<file path="config.mk">
export PLATFORM = sky130hd
export DESIGN_NAME = uart_tx_arbiter
export DESIGN_NICKNAME = d
export VERILOG_FILES = /design/src/rtl/uart_arb_pkg.sv /design/src/rtl/uart_tx_arbiter_rr_picker.sv /design/src/rtl/uart_tx_arbiter.sv
export SDC_FILE = /design/constraint.sdc
export NUM_CORES = 1
export LEC_CHECK = 0
export BUFFER_PORTS_ARGS = -buffer_cell sky130_fd_sc_hd__buf_2
export CAP_MARGIN = 20
export CORE_MARGIN = 2
export CORE_UTILIZATION = 45
export CTS_CLUSTER_DIAMETER = 120
export DETAILED_ROUTE_END_ITERATION = 10
export GPL_TIMING_DRIVEN = 0
export PLACE_DENSITY = 0.82
export SLEW_MARGIN = 40
export SYNTH_ARGS = -nofsm -noshare
export SYNTH_HDL_FRONTEND = slang
export SYNTH_HIERARCHICAL = 1
export SYNTH_SLANG_ARGS = --single-unit
</file>
<file path="constraint.sdc">
create_clock -name clk -period 1.45 [get_ports clk]
set_input_delay 0.29 -clock clk [delete_from_list [all_inputs] [get_ports clk]]
set_output_delay 0.29 -clock clk [all_outputs]
set_load 0.05 [all_outputs]
</file>
<file path="src/rtl/uart_arb_pkg.sv">
// -----------------------------------------------------------------------------
// uart_arb_pkg
//   Shared types and constants for the UART TX arbiter slice.
//   - arb_state_e : arbiter FSM states
//   - UART_BYTE_W : width of one UART payload byte
// -----------------------------------------------------------------------------
package uart_arb_pkg;

  localparam int UART_BYTE_W = 8;

  typedef enum logic [1:0] {
    IDLE       = 2'd0,
    ISSUE      = 2'd1,
    WAIT_START = 2'd2,
    WAIT_DONE  = 2'd3
  } arb_state_e;

endpackage

</file>
<file path="src/rtl/uart_tx_arbiter_rr_picker.sv">
// -----------------------------------------------------------------------------
// rr_picker
//   Combinational round-robin picker. Searches the request vector starting at
//   last_gnt_i+1 and wrapping, and returns the first requester found.
// Ports
//   req_i       in  NUM_REQ  request (eligibility) vector
//   last_gnt_i  in  IDX_W    index granted most recently
//   gnt_idx_o   out IDX_W    index of the winner (0 when any_o=0)
//   any_o       out 1        at least one request present
// -----------------------------------------------------------------------------
module rr_picker #(
  parameter  int NUM_REQ = 2,
  localparam int IDX_W   = $clog2(NUM_REQ)
) (
  input  logic [NUM_REQ-1:0] req_i,
  input  logic [IDX_W-1:0]   last_gnt_i,
  output logic [IDX_W-1:0]   gnt_idx_o,
  output logic               any_o
);

  localparam int SUM_W = IDX_W + 1;

  // cand_idx[k] is the requester visited k-th in search order.
  logic [IDX_W-1:0]   cand_idx [NUM_REQ];
  logic [NUM_REQ-1:0] cand_vld;

  for (genvar gi = 0; gi < NUM_REQ; gi++) begin : g_cand
    logic [SUM_W-1:0] sum;
    // last_gnt+1+gi never exceeds 2*NUM_REQ-1, so one conditional subtract
    // implements the modulo even when NUM_REQ is not a power of two.
    assign sum          = {1'b0, last_gnt_i} + SUM_W'(gi + 1);
    assign cand_idx[gi] = (sum >= SUM_W'(NUM_REQ)) ? IDX_W'(sum - SUM_W'(NUM_REQ))
                                                   : IDX_W'(sum);
    assign cand_vld[gi] = req_i[cand_idx[gi]];
  end

  // Walk from the far end so the nearest candidate is written last and wins.
  always_comb begin
    gnt_idx_o = '0;
    any_o     = 1'b0;
    for (int i = NUM_REQ - 1; i >= 0; i--) begin
      if (cand_vld[i]) begin
        gnt_idx_o = cand_idx[i];
        any_o     = 1'b1;
      end
    end
  end

endmodule

</file>
<file path="src/rtl/uart_tx_arbiter.sv">
// -----------------------------------------------------------------------------
// uart_tx_arbiter
//   Shares one UART_CORE transmitter among NUM_REQ byte requesters with
//   per-byte round-robin arbitration. Each accepted byte is written to the
//   core with a one-cycle tx_wr pulse; the arbiter then waits for tx_busy to
//   rise (bounded by START_TIMEOUT) and fall before arbitrating again.
//
//   Optional feature macro: UART_ARB_PKT_LOCK_EN
//     When defined, a byte accepted with req_last=0 locks the arbiter to that
//     requester until it delivers a byte with req_last=1. When undefined,
//     req_last is ignored.
//
// Ports
//   clk          in   system clock
//   rst          in   asynchronous active-high reset
//   req_valid    in   NUM_REQ       requester i has a byte pending
//   req_data     in   NUM_REQ*8     byte of requester i at [8*i+:8]
//   req_last     in   NUM_REQ       last byte of a packet (lock feature only)
//   req_ready    out  NUM_REQ       one-hot 1-cycle accept strobe
//   gnt_id       out  IDX_W         current / most recent TX owner
//   tx_data      out  8             registered byte to UART_CORE
//   tx_wr        out  1             1-cycle write strobe to UART_CORE
//   tx_empty     in   1             UART_CORE holding register empty
//   tx_busy      in   1             UART_CORE shifting a frame
//   err_timeout  out  1             1-cycle pulse: tx_busy never rose
//   byte_cnt     out  CNT_W         accepted bytes, wraps
// -----------------------------------------------------------------------------
module uart_tx_arbiter
  import uart_arb_pkg::*;
#(
  parameter  int NUM_REQ       = 2,
  parameter  int START_TIMEOUT = 16,
  parameter  int CNT_W         = 16,
  localparam int IDX_W         = $clog2(NUM_REQ)
) (
  input  logic                           clk,
  input  logic                           rst,
  input  logic [NUM_REQ-1:0]             req_valid,
  input  logic [NUM_REQ*UART_BYTE_W-1:0] req_data,
  input  logic [NUM_REQ-1:0]             req_last,
  output logic [NUM_REQ-1:0]             req_ready,
  output logic [IDX_W-1:0]               gnt_id,
  output logic [UART_BYTE_W-1:0]         tx_data,
  output logic                           tx_wr,
  input  logic                           tx_empty,
  input  logic                           tx_busy,
  output logic                           err_timeout,
  output logic [CNT_W-1:0]               byte_cnt
);

  localparam int CTR_W = $clog2(START_TIMEOUT + 1);

  arb_state_e             state_q, state_d;
  logic [IDX_W-1:0]       last_gnt_q, last_gnt_d;
  logic [IDX_W-1:0]       gnt_q, gnt_d;
  logic [UART_BYTE_W-1:0] data_q, data_d;
  logic                   wr_q, wr_d;
  logic [NUM_REQ-1:0]     ready_q, ready_d;
  logic                   err_q, err_d;
  logic [CNT_W-1:0]       cnt_q, cnt_d;
  logic [CTR_W-1:0]       ctr_q, ctr_d;

  logic [UART_BYTE_W-1:0] req_bytes [NUM_REQ];
  logic [NUM_REQ-1:0]     elig;
  logic [NUM_REQ-1:0]     pick_onehot;
  logic [IDX_W-1:0]       pick_idx;
  logic                   pick_any;

  for (genvar gi = 0; gi < NUM_REQ; gi++) begin : g_unpack
    assign req_bytes[gi]   = req_data[gi*UART_BYTE_W +: UART_BYTE_W];
    assign pick_onehot[gi] = (pick_idx == IDX_W'(gi));
  end

`ifdef UART_ARB_PKT_LOCK_EN
  logic               lock_q, lock_d;
  logic [NUM_REQ-1:0] owner_mask;

  for (genvar gi = 0; gi < NUM_REQ; gi++) begin : g_owner
    assign owner_mask[gi] = (gnt_q == IDX_W'(gi));
  end

  // While locked only the packet owner may win; if it has nothing pending the
  // arbiter simply stays in IDLE.
  assign elig = lock_q ? (req_valid & owner_mask) : req_valid;
`else
  logic unused_req_last;
  assign unused_req_last = ^req_last;
  assign elig            = req_valid;
`endif

  rr_picker #(
    .NUM_REQ (NUM_REQ)
  ) u_picker (
    .req_i      (elig),
    .last_gnt_i (last_gnt_q),
    .gnt_idx_o  (pick_idx),
    .any_o      (pick_any)
  );

  always_comb begin
    state_d    = state_q;
    last_gnt_d = last_gnt_q;
    gnt_d      = gnt_q;
    data_d     = data_q;
    wr_d       = 1'b0;
    ready_d    = '0;
    err_d      = 1'b0;
    cnt_d      = cnt_q;
    ctr_d      = ctr_q;
`ifdef UART_ARB_PKT_LOCK_EN
    lock_d     = lock_q;
`endif
    case (state_q)
      IDLE: begin
        // Strobes are registered on the way into ISSUE so they are high for
        // exactly the one ISSUE cycle.
        if (pick_any && tx_empty && !tx_busy) begin
          gnt_d   = pick_idx;
          data_d  = req_bytes[pick_idx];
          wr_d    = 1'b1;
          ready_d = pick_onehot;
          state_d = ISSUE;
        end
      end
      ISSUE: begin
        cnt_d      = cnt_q + CNT_W'(1);
        last_gnt_d = gnt_q;
        ctr_d      = '0;
`ifdef UART_ARB_PKT_LOCK_EN
        // req_last is still held by the owner during its accept cycle.
        lock_d     = !req_last[gnt_q];
`endif
        state_d    = WAIT_START;
      end
      WAIT_START: begin
        if (tx_busy) begin
          state_d = WAIT_DONE;
        end else begin
          ctr_d = ctr_q + CTR_W'(1);
          if (ctr_q == CTR_W'(START_TIMEOUT - 1)) begin
            err_d   = 1'b1;
            state_d = IDLE;
          end
        end
      end
      WAIT_DONE: begin
        if (!tx_busy) begin
          state_d = IDLE;
        end
      end
      default: state_d = IDLE;
    endcase
  end

  always_ff @(posedge clk or posedge rst) begin
    if (rst) begin
      state_q    <= IDLE;
      last_gnt_q <= IDX_W'(NUM_REQ - 1);
      gnt_q      <= '0;
      data_q     <= '0;
      wr_q       <= 1'b0;
      ready_q    <= '0;
      err_q      <= 1'b0;
      cnt_q      <= '0;
      ctr_q      <= '0;
`ifdef UART_ARB_PKT_LOCK_EN
      lock_q     <= 1'b0;
`endif
    end else begin
      state_q    <= state_d;
      last_gnt_q <= last_gnt_d;
      gnt_q      <= gnt_d;
      data_q     <= data_d;
      wr_q       <= wr_d;
      ready_q    <= ready_d;
      err_q      <= err_d;
      cnt_q      <= cnt_d;
      ctr_q      <= ctr_d;
`ifdef UART_ARB_PKT_LOCK_EN
      lock_q     <= lock_d;
`endif
    end
  end

  assign req_ready   = ready_q;
  assign gnt_id      = gnt_q;
  assign tx_data     = data_q;
  assign tx_wr       = wr_q;
  assign err_timeout = err_q;
  assign byte_cnt    = cnt_q;

endmodule
</file>
==> results of run 1 <==
## path summary, 6_finish.rpt
| kind | endpoint | slack [ns] | depth (start not counted) |
|---|---|---|---|
| setup / recovery | byte_cnt[12]$_DFFE_PP0P_ | 0.05 | 5 |
| hold reg to reg | byte_cnt[15]$_DFFE_PP0P_ | 0.47 | 1 |
| min in group clk | tx_data[7]$_DFFE_PP0P_ | 0.27 | 3 |
| hold / removal | tx_wr$_DFF_PP0_ | 0.05 | 2 |
| setup reg to reg | byte_cnt[12]$_DFFE_PP0P_ | 0.05 | 5 |
| max in group asynchronous | byte_cnt[2]$_DFFE_PP0P_ | 0.99 | 2 |
## layout make-up
cell class	count	area share (%)
buffer	6	1.86
clock buffer	6	3.27
clock inverter	2	0.451
inverter	5	0.902
multi-input combinational	104	34.8
sequential	37	42.4
tap	48	2.71
timing repair buffer	57	13.6
## placed cells by master, fill, tap and decap left out, types with 2 or more instances in the layout
master,count
buf_2,51
dfrtp_1,26
nand2_1,17
mux2i_1,13
dfrtp_2,10
xnor2_1,9
o21ai_1,9
buf_4,8
nor2_1,7
xor2_1,6
nand4_1,5
o21ai_0,5
clkbuf_8,5
and3_1,4
inv_1,4
nor2b_1,3
nand4b_1,3
clkinv_2,3
clkbuf_2,2
mux2_1,2
nand2b_1,2
nand3_1,2
nor4_4,2
ha_4,2
## metal layers
metal / up-vias / part of all wire [%] / track usage [%]
met5: - / 0 / 0
met4: 0 / 2.4 / 8.59
met3: 8 / 6.5 / 6.68
met2: 48 / 50 / 29.0
met1: 653 / 41 / 20.2
li1: 650 / - / -
## worst register-to-register path: cells and delay by family (launching register included)
kind,cells,cell delay [ns]
xor gates and xnor gates,1,0.14
DFF,1,0.42
adders and majority gates,1,0.16
and+or+nand+nor,3,0.62
## state kept, by name, indices dropped and copies added, names as in the netlist
name and count:
last_gnt_q 1, gnt_id 1, tx_wr 1, state_q 2, err_timeout 1, ctr_q 5
byte_cnt 16, req_ready 2, tx_data 8
## logic make-up after synthesis
| group | Yosys count |
|---|---|
| simple gates | 54 |
| compound gates | 17 |
| buf+inv | 11 |
| fa+ha+maj | 3 |
| flops | 37 |
| xor+xnor | 15 |
| mux | 15 |
## power breakdown
group | leakage [nW] | switching (mW) | internal, mW | total [mW]
logic | 0.653 | 1.11 | 0.506 | 1.62
registers | 0.471 | 0.236 | 1.31 | 1.55
clock network | 0.0450 | 0.356 | 0.333 | 0.689
## metrics by stage
step	setup TNS [ns]	hold WS (ns)	utilization [%]	worst slack [ns]	instance area (sq um)
2_1_floorplan	-0.120	0.408	-	-0.0745	1710
3_3_place_gp	-5.71	0.452	55.5	-0.226	2020
3_5_place_dp	-0.864	0.465	55.5	-0.104	2020
4_1_cts	-0.00218	0.148	58.3	-0.00218	2120
5_1_grt	-0.156	0.0908	61.1	-0.0538	2220
6_report	0	0.0468	61.1	0.0525	2220
## what timing repair did
action	in CTS	in global routing
resized for setup	4	17
hold buffers	0	0
pin swaps	1	6
buffers inserted	2	5
gates cloned	0	0
endpoints found under the setup margin	12	19
==> reports/metrics.json, run 1 <==
{
  "outcome": {
    "outcome": "completed"
  },
  "timing": {
    "maxClockFrequency_mhz": 716,
    "worst_clock_skew_ns": 0.00385,
    "timing.max_slew.rel_slack_pct": 59.0,
    "setup_viol": 0,
    "period_share_pct": 96.4,
    "timing.final.max_slew_violations": 0,
    "final-hold-violation-count": 0,
    "fin_crit_ns": 1.40,
    "setup_repair_after_global_routing_missed_its_margin": "yes",
    "worst_pin_slew_ns": 0.614
  },
  "floorplan": {
    "die_y_um": 65.1,
    "core_area_sq_um": 3630,
    "die-area_sq_um": 4240,
    "rows": 22,
    "boundaryPins": 53,
    "initial_core_util_pct": 46.2,
    "die-width_um": 65.1
  },
  "power_and_ir_drop": {
    "power.total_mw": 3.85,
    "power-per-cell-area_nw_per_um2": 1740,
    "peakVddDrop_mv": 1.21,
    "leakage_nw": 1.17
  },
  "clocking": {
    "clkLatencyLatePin_ns": 0.29,
    "cts_made_buffers": 5,
    "cts_num_sinks": 37,
    "cts_htree_levels": 2,
    "ctsRootBufferMaster": "clkbuf_8",
    "path_clk_slew_ns": 0.07,
    "ctsLongestPathBuffers": 2,
    "cts_tree": "built"
  },
  "synth": {
    "syn_avg_cell_area_sq_um": 11.1,
    "synth-compound-area-share_pct": 5.51,
    "synth_cells": 152,
    "postSynthNetCount": 179,
    "yosys-top-cells-area": "dfrtp_1, mux2i_1, xnor2_1, nand2_1, xor2_1",
    "post_synth_most_frequent_cells": "dfrtp_1, nand2_1, mux2i_1",
    "post_synth_instance_area_sq_um": 1680,
    "ys.warnings.count": 6,
    "synth_top_family_by_area": "simple AND/OR/NAND/NOR gates",
    "synthDominantCellAreaShare_pct": 53.6,
    "cell_variety_after_synth": 30,
    "synth_fa_ha_area_share_pct": 2.23,
    "synth_edf_count": 0,
    "synthMostInstantiatedCell": "dfrtp_1",
    "async_reset_ff_share_pct": 100,
    "synth-seq-cells": 37,
    "yosys.area_share.xor_xnor_pct": 7.82,
    "synth_seq_area_share_pct": 55.2,
    "yosys.area_share.simple_pct": 17.4,
    "ys_dominant_reg_cell": "dfrtp_1",
    "yosysTopAreaCell": "dfrtp_1",
    "post_synth_mux_area_share_pct": 9.08
  },
  "route": {
    "totalWireLength_um": 3310,
    "vias_per_cell": 5.13,
    "route.vias.total": 1359,
    "drt.antenna.violating_nets": 0,
    "drt-wirelength-per-cell_um": 12.5,
    "drc": 0,
    "detail_route.iter0.violations": 94,
    "firstDrtPassIters": 4
  },
  "critical_path": {
    "critical-path-max-stage-delay_ns": 0.42,
    "worst-setup-path-type": "reg2reg",
    "timing.critical_path.cells": "ha_4 > nand3b_1 > nor4_4 > and3_1 > xor2_1",
    "critical_path_required_ns": 1.67,
    "regToRegStartpoint": "byte_cnt[0]$_DFFE_PP0P_",
    "timing.critical_path.buf_inv": 0,
    "timing.critical_path.max_delay_family": "simple AND/OR/NAND/NOR gates",
    "crit_fanout": 5,
    "arrival_ns": 1.62,
    "critical_path.slowest_cell": "dfrtp_2",
    "crit_path_start_kind": "register",
    "critical_path.endpoint_type": "register",
    "crit_start": "byte_cnt[0]$_DFFE_PP0P_"
  },
  "hold_path": {
    "worst_hold_path_type": "in2async"
  },
  "placement": {
    "dp_cells": 250,
    "io_buffers": 50,
    "place_hpwl_um": 2320,
    "globalplace.congestion": 0.771
  },
  "global_routing": {
    "antenna_violations_before_repair": 0,
    "globalRouteOverflowTotal": 0,
    "groute.usage.overall_pct": 17.6,
    "grt_start_max_net_pins": 38,
    "wire_length_of_the_first_global_routing_pass_um": 5580,
    "vias_in_the_first_global_route": 1317
  },
  "layout": {
    "layoutNonFillerInstCount": 265,
    "fill_cells": 331,
    "diodes": 0,
    "final_net_count": 243,
    "ff_latch_area_sq_um": 940,
    "layout-drive-gt1-share_pct": 41.9,
    "multiInputGateArea_sq_um": 772,
    "synthesis_to_finish_area_growth_pct": 32.0
  },
  "flow_run": {
    "maxCapViolCount": 0
  }
}
Note: power is estimated with default switching activity, not from simulation.
==> run 2: changes to the inputs <==
--- a/config.mk
+++ b/config.mk
@@ -5,10 +5,11 @@
 export SDC_FILE = /design/constraint.sdc
 export NUM_CORES = 1
 export LEC_CHECK = 0
+export ABC_AREA = 1
 export BUFFER_PORTS_ARGS = -buffer_cell sky130_fd_sc_hd__buf_2
 export CAP_MARGIN = 20
 export CORE_MARGIN = 2
-export CORE_UTILIZATION = 45
+export CORE_UTILIZATION = 46
 export CTS_CLUSTER_DIAMETER = 120
 export DETAILED_ROUTE_END_ITERATION = 10
 export GPL_TIMING_DRIVEN = 0
==> reports/metrics.json, run 2 <==
{
  "synth": {
    "syn_avg_cell_area": {"value": 8.50, "unit": "sq um", "change": "was 11.1 sq um"},
    "ys_dominant_reg_cell": {"value": "dfrtp_1", "change": "unchanged"},
    "synthDominantCellAreaShare": {"value": 50.5, "unit": "%", "change": "was 53.6%"},
    "synthMostInstantiatedCell": {"value": "nand2_1", "change": "was dfrtp_1"},
    "post_synth_instance_area": {"value": 1790, "unit": "sq um", "change": "was 1680 sq um"},
    "cell_variety_after_synth": {"value": 23, "change": "was 30"},
    "synth_edf_count": {"value": 0, "change": "unchanged"},
    "post_synth_most_frequent_cells": {"value": "nand2_1, dfrtp_1, inv_1", "change": "was dfrtp_1, nand2_1, mux2i_1"},
    "synth_cells": {"value": 210, "change": "was 152"},
    "postSynthNetCount": {"value": 237, "change": "was 179"},
    "async_reset_ff_share": {"value": 100, "unit": "%", "change": "unchanged"},
    "synth-seq-cells": {"value": 37, "change": "unchanged"},
    "yosys-top-cells-area": {"value": "dfrtp_1, nand2_1, nand3_1, inv_1, nor2_1", "change": "was dfrtp_1, mux2i_1, xnor2_1, nand2_1, xor2_1"},
    "ys.warnings.count": {"value": 6, "change": "unchanged"},
    "yosysTopAreaCell": {"value": "dfrtp_1", "change": "unchanged"},
    "synth_seq_area_share": {"value": 51.9, "unit": "%", "change": "was 55.2%"}
  },
  "critical_path": {
    "r2r.worst_path.cells": {"value": 5, "change": "unchanged"},
    "arrival": {"value": 1.57, "unit": "ns", "change": "was 1.62 ns"},
    "crit_path_start_kind": {"value": "register", "change": "unchanged"},
    "crit_fanout": {"value": 6, "change": "was 5"},
    "critical_path_required": {"value": 1.67, "unit": "ns", "change": "about the same"},
    "worst-setup-path-type": {"value": "reg2reg", "change": "unchanged"},
    "critical_path.endpoint_type": {"value": "register", "change": "unchanged"}
  },
  "global_routing": {
    "grt_start_max_net_pins": {"value": 38, "change": "unchanged"},
    "antenna_violations_before_repair": {"value": 0, "change": "unchanged"},
    "vias_in_the_first_global_route": {"value": 1413, "change": "was 1317"},
    "groute.usage.overall": {"value": 18.2, "unit": "%", "change": "was 17.6%"},
    "globalRouteOverflowTotal": {"value": 0, "change": "unchanged"},
    "wire_length_of_the_first_global_routing_pass": {"value": 6060, "unit": "um", "change": "was 5580 um"}
  },
  "layout": {
    "diodes": {"value": 0, "change": "unchanged"},
    "layout.cells.most_common": {"value": "nand2_1", "change": "was buf_2"},
    "largest_register_ff_count": {"value": 16, "change": "unchanged"},
    "layoutNonFillerInstCount": {"value": 318, "change": "was 265"},
    "final_net_count": {"value": 296, "change": "was 243"},
    "synthesis_to_finish_area_growth": {"value": 26.8, "unit": "%", "change": "was 32.0%"},
    "layout-drive-gt1-share": {"value": 30.7, "unit": "%", "change": "was 41.9%"},
    "fill_cells": {"value": 336, "change": "was 331"},
    "most-common-layout-cells": {"value": "nand2_1, buf_2, dfrtp_1, inv_1, nand3_1", "change": "was buf_2, dfrtp_1, nand2_1, mux2i_1, dfrtp_2"}
  },
  "timing": {
    "maxClockFrequency": {"value": 742, "unit": "MHz", "change": "was 716 MHz"},
    "finalSetupTns": {"value": 0, "unit": "ns", "change": "unchanged"},
    "timing.final.max_slew_violations": {"value": 0, "change": "unchanged"},
    "setup_viol": {"value": 0, "change": "unchanged"},
    "worst_clock_skew": {"value": 0.00477, "unit": "ns", "change": "was 0.00385 ns"},
    "period_share": {"value": 93.0, "unit": "%", "change": "was 96.4%"},
    "setup_repair_after_global_routing_missed_its_margin": {"value": "no", "change": "was yes"},
    "worst_pin_slew": {"value": 0.619, "unit": "ns", "change": "was 0.614 ns"},
    "timing.max_slew.rel_slack": {"value": 58.7, "unit": "%", "change": "was 59.0%"},
    "final-hold-violation-count": {"value": 0, "change": "unchanged"},
    "fin_crit": {"value": 1.35, "unit": "ns", "change": "was 1.40 ns"}
  },
  "route": {
    "detail_route.iter0.violations": {"value": 60, "change": "was 94"},
    "drc": {"value": 0, "change": "unchanged"},
    "drt-wirelength-per-cell": {"value": 11.3, "unit": "um", "change": "was 12.5 um"},
    "firstDrtPassIters": {"value": 4, "change": "unchanged"},
    "vias_per_cell": {"value": 4.82, "change": "was 5.13"},
    "route.vias.total": {"value": 1534, "change": "was 1359"},
    "totalWireLength": {"value": 3590, "unit": "um", "change": "was 3310 um"},
    "drt.antenna.violating_nets": {"value": 0, "change": "unchanged"}
  },
  "placement": {
    "dp_cells": {"value": 308, "change": "was 250"},
    "place_hpwl": {"value": 2640, "unit": "um", "change": "was 2320 um"},
    "io_buffers": {"value": 50, "change": "unchanged"},
    "globalplace.congestion": {"value": 0.784, "change": "was 0.771"}
  },
  "floorplan": {
    "initial_core_util": {"value": 48.4, "unit": "%", "change": "was 46.2%"},
    "die_y": {"value": 66.3, "unit": "um", "change": "was 65.1 um"},
    "rows": {"value": 22, "change": "unchanged"},
    "core_area": {"value": 3690, "unit": "sq um", "change": "was 3630 sq um"},
    "die-width": {"value": 66.3, "unit": "um", "change": "was 65.1 um"},
    "boundaryPins": {"value": 53, "change": "unchanged"},
    "die-area": {"value": 4400, "unit": "sq um", "change": "was 4240 sq um"}
  },
  "clocking": {
    "cts_htree_levels": {"value": 2, "change": "unchanged"},
    "cts_tree": {"value": "built", "change": "unchanged"},
    "ctsLongestPathBuffers": {"value": 2, "change": "unchanged"},
    "path_clk_slew": {"value": 0.07, "unit": "ns", "change": "about the same"},
    "cts_num_sinks": {"value": 37, "change": "unchanged"},
    "cts_made_buffers": {"value": 5, "change": "unchanged"},
    "clkLatencyLatePin": {"value": 0.29, "unit": "ns", "change": "about the same"},
    "ctsRootBufferMaster": {"value": "clkbuf_8", "change": "unchanged"}
  },
  "power_and_ir_drop": {
    "pwr-share-seq": {"value": 36.7, "unit": "%", "change": "was 40.2%"},
    "power_report.internal_total": {"value": 2.40, "unit": "mW", "change": "was 2.15 mW"},
    "netSwitchingFraction": {"value": 44.4, "unit": "%", "change": "was 44.1%"},
    "power.share.clock": {"value": 21.4, "unit": "%", "change": "was 17.9%"},
    "power-per-cell-area": {"value": 1900, "unit": "nW/um^2", "change": "was 1740 nW/um^2"},
    "power.switching": {"value": 1.91, "unit": "mW", "change": "was 1.70 mW"},
    "pwr-share-comb": {"value": 41.9, "unit": "%", "change": "about the same"},
    "leakage": {"value": 1.25, "unit": "nW", "change": "was 1.17 nW"},
    "peakVddDrop": {"value": 1.16, "unit": "mV", "change": "was 1.21 mV"}
  },
  "outcome": {
    "outcome": {"value": "completed", "change": "unchanged"}
  },
  "flow_run": {
    "maxCapViolCount": {"value": 0, "change": "unchanged"}
  },
  "hold_path": {
    "worst_hold_path_type": {"value": "in2async", "change": "unchanged"}
  }
}
## run 2: cell type report
class	count	area (sq um)	share of cell area, %
Clock buffer	6	82.6	3.65
Clock inverter	2	37.5	1.66
Tap cell	48	60.1	2.65
Multi-Input combinational cell	144	768	33.9
Sequential cell	37	932	41.2
Timing Repair Buffer	52	265	11.7
Buffer	2	16.3	0.718
Inverter	27	103	4.53
## run 2: stage by stage
step | power (mW) | setup WS (ns) | hold WS [ns] | cell area [sq um] | util (%)
after floorplan | 2.92 | 0.00148 | 0.410 | 1790 | -
after global placement | 3.28 | -0.265 | 0.478 | 2100 | 57.0
after detailed placement | 3.33 | 0.102 | 0.472 | 2100 | 57.0
after CTS | 4.25 | 0.0596 | 0.155 | 2220 | 60.2
after global routing | 4.57 | 0.00416 | 0.108 | 2260 | 61.4
final | 4.31 | 0.102 | 0.0516 | 2260 | 61.4
## run 2: final timing paths
kind	from	end	slack, ns
hold / removal	rst	byte_cnt[14]$_DFFE_PP0P_	0.05
setup reg to reg	byte_cnt[0]$_DFFE_PP0P_	byte_cnt[6]$_DFFE_PP0P_	0.10
max in group asynchronous	rst	byte_cnt[4]$_DFFE_PP0P_	0.98
min in group clk	req_data[3]	tx_data[3]$_DFFE_PP0P_	0.20
hold reg to reg	last_gnt_q$_DFFE_PP1P_	last_gnt_q$_DFFE_PP1P_	0.50
setup / recovery	byte_cnt[0]$_DFFE_PP0P_	byte_cnt[6]$_DFFE_PP0P_	0.10
## run 2: cells by family (layout without fill, tap and decap cells)
kind of cell    after synthesis  count (layout)  synth area share (%)
compound gates               11              11                  3.15
xor+xnor                     10              10                  4.91
fa+ha+maj                     3               3                  2.10
buf+inv                      29              89                  6.59
flops                        37              37                  51.9
simple gates                120             120                  31.3
## run 2: power by group through the flow
stage	Combinational [mW]	Sequential (mW)	Clock (mW)
4_1_cts	1.76	1.56	0.936
6_report	1.80	1.58	0.924
5_1_grt	1.96	1.62	0.991
3_5_place_dp	1.76	1.57	0
3_3_place_gp	1.71	1.57	0
2_1_floorplan	0.673	2.25	0
## run 2: what timing repair did
action | CTS | global route
hold buffers | 0 | 0
gates resized for setup | 0 | 7
endpoints found under the setup margin | 0 | 6
setup buffers | 0 | 2
## run 2: worst max-delay path, cell delays in order, from the launching register on
cell     delay, ns
dfrtp_2       0.41
ha_4          0.16
nand3_4       0.09
nor3_4        0.32
buf_4         0.17
xor2_1        0.13
## run 2: layer usage
| layer | GRT usage (%) | part of all wire (%) |
|---|---|---|
| met1 | 22.9 | 43 |
| met2 | 29.8 | 49 |
| met3 | 5.11 | 5.5 |
| met4 | 6.89 | 1.8 |
| met5 | 0 | 0 |
==> run 3: changes to the inputs <==
--- a/config.mk
+++ b/config.mk
@@ -6,14 +6,15 @@
 export NUM_CORES = 1
 export LEC_CHECK = 0
 export ABC_AREA = 1
-export BUFFER_PORTS_ARGS = -buffer_cell sky130_fd_sc_hd__buf_2
 export CAP_MARGIN = 20
 export CORE_MARGIN = 2
-export CORE_UTILIZATION = 46
+export CORE_UTILIZATION = 55
 export CTS_CLUSTER_DIAMETER = 120
 export DETAILED_ROUTE_END_ITERATION = 10
+export DONT_BUFFER_PORTS = 1
 export GPL_TIMING_DRIVEN = 0
-export PLACE_DENSITY = 0.82
+export PLACE_DENSITY = 0.8
+export REMOVE_ABC_BUFFERS = 1
 export SLEW_MARGIN = 40
 export SYNTH_ARGS = -nofsm -noshare
 export SYNTH_HDL_FRONTEND = slang
==> reports/metrics.json, run 3 (same netlist as run 2, synthesis figures left out) <==
{
  "timing": {
    "maxClockFrequency": {"value": 676, "unit": "MHz", "change": "was 742 MHz"},
    "worst_clock_skew": {"value": 0.00780, "unit": "ns", "change": "was 0.00477 ns"},
    "fin_ws": {"value": -0.0302, "unit": "ns", "change": "was 0.102 ns"},
    "setup_viol": {"value": 1, "change": "was 0"},
    "setup_repair_after_global_routing_missed_its_margin": {"value": "yes", "change": "was no"},
    "timing.max_slew.rel_slack": {"value": 59.6, "unit": "%", "change": "was 58.7%"},
    "worst_pin_slew": {"value": 0.605, "unit": "ns", "change": "was 0.619 ns"},
    "timing.final.max_slew_violations": {"value": 0, "change": "unchanged"},
    "fin_crit": {"value": 1.48, "unit": "ns", "change": "was 1.35 ns"},
    "period_share": {"value": 102, "unit": "%", "change": "was 93.0%"},
    "final-hold-violation-count": {"value": 0, "change": "unchanged"},
    "hold_worst_slack": {"value": 0.0612, "unit": "ns", "change": "was 0.0516 ns"}
  },
  "layout": {
    "most-common-layout-cells": {"value": "nand2_1, inv_1, nand3_1, dfrtp_1, nor2_1", "change": "was nand2_1, buf_2, dfrtp_1, inv_1, nand3_1"},
    "final_design_area_no_fill": {"value": 2080, "unit": "sq um", "change": "was 2260 sq um"},
    "layout.cells.most_common": {"value": "nand2_1", "change": "unchanged"},
    "final_net_count": {"value": 252, "change": "was 296"},
    "diodes": {"value": 0, "change": "unchanged"},
    "largest_register_ff_count": {"value": 16, "change": "unchanged"},
    "layout-drive-gt1-share": {"value": 24.8, "unit": "%", "change": "was 30.7%"},
    "synthesis_to_finish_area_growth": {"value": 16.3, "unit": "%", "change": "was 26.8%"}
  },
  "critical_path": {
    "critical_path_required": {"value": 1.72, "unit": "ns", "change": "was 1.67 ns"},
    "crit_fanout": {"value": 6, "change": "unchanged"},
    "crit_path_start_kind": {"value": "register", "change": "unchanged"},
    "worst-setup-path-type": {"value": "reg2reg", "change": "unchanged"},
    "arrival": {"value": 1.75, "unit": "ns", "change": "was 1.57 ns"},
    "critical_path.endpoint_type": {"value": "register", "change": "unchanged"}
  },
  "global_routing": {
    "wire_length_of_the_first_global_routing_pass": {"value": 5640, "unit": "um", "change": "was 6060 um"},
    "globalRouteOverflowTotal": {"value": 0, "change": "unchanged"},
    "vias_in_the_first_global_route": {"value": 1351, "change": "was 1413"},
    "antenna_violations_before_repair": {"value": 0, "change": "unchanged"},
    "groute.usage.overall": {"value": 20.7, "unit": "%", "change": "was 18.2%"},
    "grt_start_max_net_pins": {"value": 38, "change": "unchanged"}
  },
  "hold_path": {
    "worst_hold_path_type": {"value": "in2reg", "change": "was in2async"}
  },
  "clocking": {
    "cts_tree": {"value": "built", "change": "unchanged"},
    "path_clk_slew": {"value": 0.11, "unit": "ns", "change": "was 0.07 ns"},
    "cts_made_buffers": {"value": 5, "change": "unchanged"},
    "cts_htree_levels": {"value": 2, "change": "unchanged"},
    "cts_num_sinks": {"value": 37, "change": "unchanged"},
    "clkLatencyLatePin": {"value": 0.34, "unit": "ns", "change": "was 0.29 ns"},
    "ctsRootBufferMaster": {"value": "clkbuf_4", "change": "was clkbuf_8"},
    "ctsLongestPathBuffers": {"value": 2, "change": "unchanged"}
  },
  "power_and_ir_drop": {
    "power.share.clock": {"value": 18.7, "unit": "%", "change": "was 21.4%"},
    "pwr-share-comb": {"value": 22.2, "unit": "%", "change": "was 41.9%"},
    "power-per-cell-area": {"value": 1930, "unit": "nW/um^2", "change": "was 1900 nW/um^2"},
    "netSwitchingFraction": {"value": 47.0, "unit": "%", "change": "was 44.4%"},
    "peakVddDrop": {"value": 1.08, "unit": "mV", "change": "was 1.16 mV"},
    "leakage": {"value": 1.01, "unit": "nW", "change": "was 1.25 nW"},
    "pwr-share-seq": {"value": 59.0, "unit": "%", "change": "was 36.7%"},
    "power.switching": {"value": 1.88, "unit": "mW", "change": "was 1.91 mW"},
    "power_report.internal_total": {"value": 2.12, "unit": "mW", "change": "was 2.40 mW"}
  },
  "floorplan": {
    "rows": {"value": 20, "change": "was 22"},
    "die_y": {"value": 61.0, "unit": "um", "change": "was 66.3 um"},
    "die-area": {"value": 3720, "unit": "sq um", "change": "was 4400 sq um"},
    "boundaryPins": {"value": 53, "change": "unchanged"},
    "die-width": {"value": 61.0, "unit": "um", "change": "was 66.3 um"},
    "core_area": {"value": 3080, "unit": "sq um", "change": "was 3690 sq um"},
    "initial_core_util": {"value": 58.0, "unit": "%", "change": "was 48.4%"}
  },
  "placement": {
    "globalplace.congestion": {"value": 0.807, "change": "was 0.784"},
    "place_hpwl": {"value": 2310, "unit": "um", "change": "was 2640 um"},
    "io_buffers": {"value": 0, "change": "was 50"},
    "placement.cell_area": {"value": 1820, "unit": "sq um", "change": "was 2100 sq um"}
  },
  "route": {
    "drt.antenna.violating_nets": {"value": 0, "change": "unchanged"},
    "drc": {"value": 0, "change": "unchanged"},
    "firstDrtPassIters": {"value": 4, "change": "unchanged"},
    "totalWireLength": {"value": 3380, "unit": "um", "change": "was 3590 um"},
    "route.vias.total": {"value": 1383, "change": "was 1534"},
    "detail_route.iter0.violations": {"value": 60, "change": "unchanged"},
    "drt-wirelength-per-cell": {"value": 12.5, "unit": "um", "change": "was 11.3 um"},
    "vias_per_cell": {"value": 5.12, "change": "was 4.82"}
  },
  "outcome": {
    "outcome": {"value": "finished with violations", "change": "was completed"},
    "violated_checks": "negative setup slack"
  },
  "flow_run": {
    "maxCapViolCount": {"value": 0, "change": "unchanged"}
  }
}
run 3: metal layers:
metal	wire length (um)	track usage, %
met1	1460	24.6
met2	1660	35.0
met3	213	7.04
met4	43	7.45
met5	0	0
run 3: timing repair:
action | 4_1_cts | 5_1_grt
gates cloned | 2 | 0
setup endpoints to repair | 22 | 19
pin swaps | 6 | 3
gates resized for setup | 15 | 18
hold buffers | 1 | 0
buffers inserted | 5 | 2
endpoints found under the hold margin | 36 | 0
run 3: worst max-delay path, cell delays in order (launching register included):
cell and delay [ns]:
dfrtp_4 0.57, ha_4 0.18, nand3_4 0.08, nor3_4 0.26, buf_4 0.17, xor2_1 0.14
run 3: area by class of cell:
cell class,instances,area (sq um)
clock buffer,6,51.3
clock inverter,2,37.5
fill,239,1000
inverter,27,103
multi-input combinational,146,813
sequential,37,953
tap,44,55.1
timing repair buffer,8,62.6
run 3: stage by stage:
step	TNS [ns]	std cells	power, mW	setup WS [ns]	util [%]
2_1_floorplan	-0.670	208	2.88	-0.167	-
3_3_place_gp	-4.44	252	3.03	-0.287	59.3
3_5_place_dp	-3.12	252	3.07	-0.329	59.3
4_1_cts	-0.447	268	3.96	-0.117	65.6
5_1_grt	-0.374	270	4.28	-0.0913	67.4
6_report	-0.0302	270	4.00	-0.0302	67.4
run 3: final timing paths:
path                                    startpoint                       to  slack (ns)  depth (start not counted)
max in group asynchronous                      rst  byte_cnt[2]$_DFFE_PP0P_        0.56                          2
setup reg to reg           byte_cnt[0]$_DFFE_PP0P_  byte_cnt[6]$_DFFE_PP0P_       -0.03                          5
min in group asynchronous                      rst   tx_data[3]$_DFFE_PP0P_        0.46                          2
hold / removal                         req_data[9]   tx_data[1]$_DFFE_PP0P_        0.06                          2
setup / recovery           byte_cnt[0]$_DFFE_PP0P_  byte_cnt[6]$_DFFE_PP0P_       -0.03                          5
hold reg to reg             last_gnt_q$_DFFE_PP1P_   last_gnt_q$_DFFE_PP1P_        0.52                          2
run 3: power groups by stage:
stage | Clock [mW] | Combinational [mW] | Sequential (mW)
floorplan | 0 | 0.641 | 2.24
global placement | 0 | 0.738 | 2.29
detailed placement | 0 | 0.766 | 2.31
CTS | 0.775 | 0.856 | 2.33
global route | 0.822 | 1.03 | 2.42
finish | 0.750 | 0.891 | 2.36
